## src/rtl/inv_mix_column_engine.sv

```systemverilog
// inv_mix_column_engine: sequential AES InvMixColumns for one 32-bit column using four GF(2^8) multiplier ROMs
// Ports:
//   CLK, RST                       clock, asynchronous active-high reset
//   In_Valid/In_Ready/In_Column    upstream handshake and column s0..s3 (s0 = [31:24])
//   Out_Valid/Out_Ready/Out_Column downstream handshake and result r0..r3 (r0 = [31:24])
//   MulN_Read_Enable/Address/Data  read ports of the x9/x11/x13/x14 ROMs (1-cycle registered read)
module inv_mix_column_engine (
    input  logic        CLK,
    input  logic        RST,
    input  logic        In_Valid,
    output logic        In_Ready,
    input  logic [31:0] In_Column,
    output logic        Out_Valid,
    input  logic        Out_Ready,
    output logic [31:0] Out_Column,
    output logic        Mul9_Read_Enable,
    output logic        Mul11_Read_Enable,
    output logic        Mul13_Read_Enable,
    output logic        Mul14_Read_Enable,
    output logic [7:0]  Mul9_Read_Address,
    output logic [7:0]  Mul11_Read_Address,
    output logic [7:0]  Mul13_Read_Address,
    output logic [7:0]  Mul14_Read_Address,
    input  logic [7:0]  Mul9_Read_Data,
    input  logic [7:0]  Mul11_Read_Data,
    input  logic [7:0]  Mul13_Read_Data,
    input  logic [7:0]  Mul14_Read_Data
);
    localparam logic [1:0] IDLE  = 2'd0;
    localparam logic [1:0] ISSUE = 2'd1;
    localparam logic [1:0] DRAIN = 2'd2;
    localparam logic [1:0] DONE  = 2'd3;

    logic [1:0]  state_q, state_d;
    logic [31:0] col_q, col_d;
    logic [1:0]  k_q, k_d;
    logic        cap_v_q;
    logic [1:0]  cap_k_q;
    logic [31:0] out_q, out_d;
    logic        issue;

    // byte i of a column, with s0 in the top byte; ~i gives 3-i for a 2-bit index
    function automatic logic [7:0] col_byte(input logic [31:0] c, input logic [1:0] i);
        return c[{~i, 3'b000} +: 8];
    endfunction

    assign issue      = state_q == ISSUE;
    assign In_Ready   = state_q == IDLE;
    assign Out_Valid  = state_q == DONE;
    assign Out_Column = out_q;

    assign Mul9_Read_Enable   = issue;
    assign Mul11_Read_Enable  = issue;
    assign Mul13_Read_Enable  = issue;
    assign Mul14_Read_Enable  = issue;
    assign Mul14_Read_Address = issue ? col_byte(col_q, k_q)         : 8'h00;
    assign Mul11_Read_Address = issue ? col_byte(col_q, k_q + 2'd1) : 8'h00;
    assign Mul13_Read_Address = issue ? col_byte(col_q, k_q + 2'd2) : 8'h00;
    assign Mul9_Read_Address  = issue ? col_byte(col_q, k_q + 2'd3) : 8'h00;

    always_comb begin
        state_d = state_q;
        col_d   = col_q;
        k_d     = k_q;
        out_d   = out_q;
        if (state_q == IDLE && In_Valid) begin
            state_d = ISSUE;
            col_d   = In_Column;
            k_d     = 2'd0;
        end
        if (issue) begin
            k_d     = k_q + 2'd1;
            state_d = (k_q == 2'd3) ? DRAIN : ISSUE;
        end
        if (state_q == DRAIN) state_d = DONE;
        if (state_q == DONE && Out_Ready) state_d = IDLE;
        // products for the row issued last cycle are on Read_Data now
        if (cap_v_q) out_d[{~cap_k_q, 3'b000} +: 8] = Mul9_Read_Data ^ Mul11_Read_Data ^ Mul13_Read_Data ^ Mul14_Read_Data;
    end

    always_ff @(posedge CLK or posedge RST) begin
        if (RST) begin
            state_q <= IDLE;
            col_q   <= '0;
            k_q     <= '0;
            cap_v_q <= 1'b0;
            cap_k_q <= '0;
            out_q   <= '0;
        end else begin
            state_q <= state_d;
            col_q   <= col_d;
            k_q     <= k_d;
            cap_v_q <= issue;
            cap_k_q <= k_q;
            out_q   <= out_d;
        end
    end
endmodule

```

## config.mk

```make
export PLATFORM = sky130hd
export DESIGN_NAME = inv_mix_column_engine
export DESIGN_NICKNAME = d
export VERILOG_FILES = /design/src/rtl/inv_mix_column_engine.sv
export SDC_FILE = /design/constraint.sdc
export NUM_CORES = 1
export LEC_CHECK = 0
export ABC_AREA = 1
export BUFFER_PORTS_ARGS = -buffer_cell sky130_fd_sc_hd__buf_2
export CORE_UTILIZATION = 46
export DETAILED_ROUTE_END_ITERATION = 10
export PLACE_DENSITY = 0.79
export SYNTH_ARGS = -nofsm -noshare
export SYNTH_HDL_FRONTEND = slang
export SYNTH_SLANG_ARGS = --single-unit
```

## constraint.sdc

```tcl
create_clock -name CLK -period 2 [get_ports CLK]
set_input_delay 0.1 -clock CLK [delete_from_list [all_inputs] [get_ports CLK]]
set_output_delay 0.1 -clock CLK [all_outputs]
set_load 0.1 [all_outputs]
```

==> qor.csv <==
metric,value,unit
clock_skew,10.25,ps
cts_tree,done,
max-slew-margin-rel,0.6184,
finalWorstSetupSlack,-12.32,ps
gp_congestion,0.8689,
pre_cts_ws,220.1,ps
yosysWarnings,0,
finalInstanceArea,6357,sq um
synthArstFlopShare,1.000,
area_delta_synth_final,55.67,%
dp_hpwl,8650,um
min_delay_path_depth,3,
worst-path-max-fanout,3,
fp.coreArea,8678,sq um
cts_num_sinks,71,
num_rows,34,
synth_edf_count,0,
insertion_delay,370,ps
syn_area,4084,sq um
grt_setup_unrepaired,yes,
synth_most_common_cell,nand2_1,
post-route-drc-count,0,
cp_top_family,flip-flops,
ys.flop_type,dfrtp_1,
required,1900,ps
wire_per_inst,16.42,um
vias,4425,
start_util,0.4706,
crit_type,flip-flop to primary output,
portBuffers,137,
start_kind,flip-flop,
cp_cell_sequence,ha_4 > or2_4 > buf_6 > o22ai_4 > buf_12,
status,finished with violations,
grt_pass1_vias,4259,
r2r_cells,5,
cts_htree_levels,3,
yosys_register_bits,71,
drtIter0Drc,264,
die_h,96.23,um
cp-end-kind,primary output,
hold_viol,0,
timing.final.crit_period,2012,ps
ys_top_cells_by_area,"dfrtp_1 44%, nand2_1 16%, nor2_1 5.4%",
setup_viol,1,
syn_area_per_cell,7.521,sq um
via_per_inst,5.364,
synthCells,543,
ys_seq_area_frac,0.4350,
tightest_slew,568.6,ps
max_freq,496.9,MHz
dp_cells,772,
die_w,96.23,um
routed_wl,13540,um
root_buffer,clkbuf_8,
grt_pass1_wl,20710,um
numCtsBuffers,9,
grt_max_degree,67,
grtUsageTotal,0.3005,
maxSlewViolCount,0,
antenna_found_initial,0,
yosysTopAreaCell,dfrtp_1,
place_area,5733,sq um
cap_violations,0,
path_buf_inv,2,
min-delay-path-class,primary input to flip-flop,
dr.pass1.iters,5,
final.period_utilization,1.006,
synth.top_cell.area_share,0.4350,
path_clk_slew,70,ps
detail-route-antenna-nets,0,
drive_above_1_share,0.3380,
cp_slowest_cell,dfrtp_2,
overflow,0,
synth_common_cells,"174 x nand2_1, 71 x dfrtp_1, 59 x nor2_1",
synth_cell_types,28,
fin_cells,825,
tns,-12.32,ps
crit_path_max_incr_delay,470,ps
synth_fp_nets,621,
path_depth,5,
worstPathArrival,1910,ps
fin_nets,789,
die_area,9259,sq um
cts_max_path_buffers,2,
io_pins,138,
failed_checks,setup timing,
per-stage QoR:
stage	utilization	hold slack, ps
after global placement	0.6606	164.5
after detailed placement	0.6606	165.5
after CTS	0.7202	0.09578
after global routing	0.7323	2.358
final	0.7326	16.34
after floorplan	-	250.5
worst reg2reg max path, delay by kind of cell (launching register included):
kind	cells	cell delay, ps
AND/OR/NAND/NOR	3	750
flip-flops	1	450
adder cells (fa/ha/maj)	1	390
buffers and inverters	1	60
cell usage in the layout, fill, tap and decap left out, types with 10 or more instances in the layout:
master           n
nand2_1        173
buf_2          105
dfrtp_1         69
inv_1           51
nor2_1          45
o21ai_1         42
buf_12          39
dlygate4sd3_1   27
mux2_2          17
nand4_1         17
o22ai_4         16
a21oi_1         15
o21ai_0         14
nor2_4          10
clkbuf_8        10
final cells by class:
cell class              instances  area, sq um
diodes                          1        2.502
clock buffers                  10        137.6
clock inverters                 6        43.79
fillers                       577         2321
inverters                      58        224.0
multi-input cells             388         2306
flip-flops and latches         71         1779
well taps                     108        135.1
repair buffers                183         1729
registers in the layout, summed over array words and instances (netlist names):
signal and cells:
k_q 2, cap_k_q 2, state_q 2, col_q 32
cap_v_q 1, Out_Column 32
final timing paths:
check                      slack [ps]                        from                    endpoint
setup / recovery                  -10          k_q[0]$_DFFE_PP0P_        Mul9_Read_Address[7]
min in group asynchronous         340                         RST   Out_Column[4]$_DFFE_PP0P_
hold reg to reg                   480  Out_Column[10]$_DFFE_PP0P_  Out_Column[10]$_DFFE_PP0P_
hold / removal                     20               In_Column[24]       col_q[24]$_DFFE_PP0P_
max in group asynchronous         930                         RST       col_q[29]$_DFFE_PP0P_
setup reg to reg                  300        cap_k_q[0]$_DFF_PP0_   Out_Column[1]$_DFFE_PP0P_
kinds of logic after synthesis:
group	Yosys count	share of synthesized area
xor+xnor	8	0.01716
fa+ha+maj	10	0.03064
flops	71	0.4350
buf+inv	84	0.08946
simple gates	260	0.2589
compound gates	92	0.1195
mux	18	0.04933
per-layer routing:
layer	vias to the layer above	routed length [um]	GRT usage
met5	-	0	0
met4	0	291	0.1169
met3	28	1080	0.1137
met2	208	7090	0.5160
met1	2113	5080	0.3359
li1	2076	-	-
timing repair:
action                                 CTS  global route
endpoints found under the hold margin   50             0
cloned                                   1             2
hold buffers                            27             0
setup buffers                            2             4
resized for setup                       15            15
pin swaps                                2            10
setup endpoints to repair               16            28
Power is left out: the tool's default activity adds up to more than one toggle a clock period on the data nets, which glitch-free logic cannot reach.
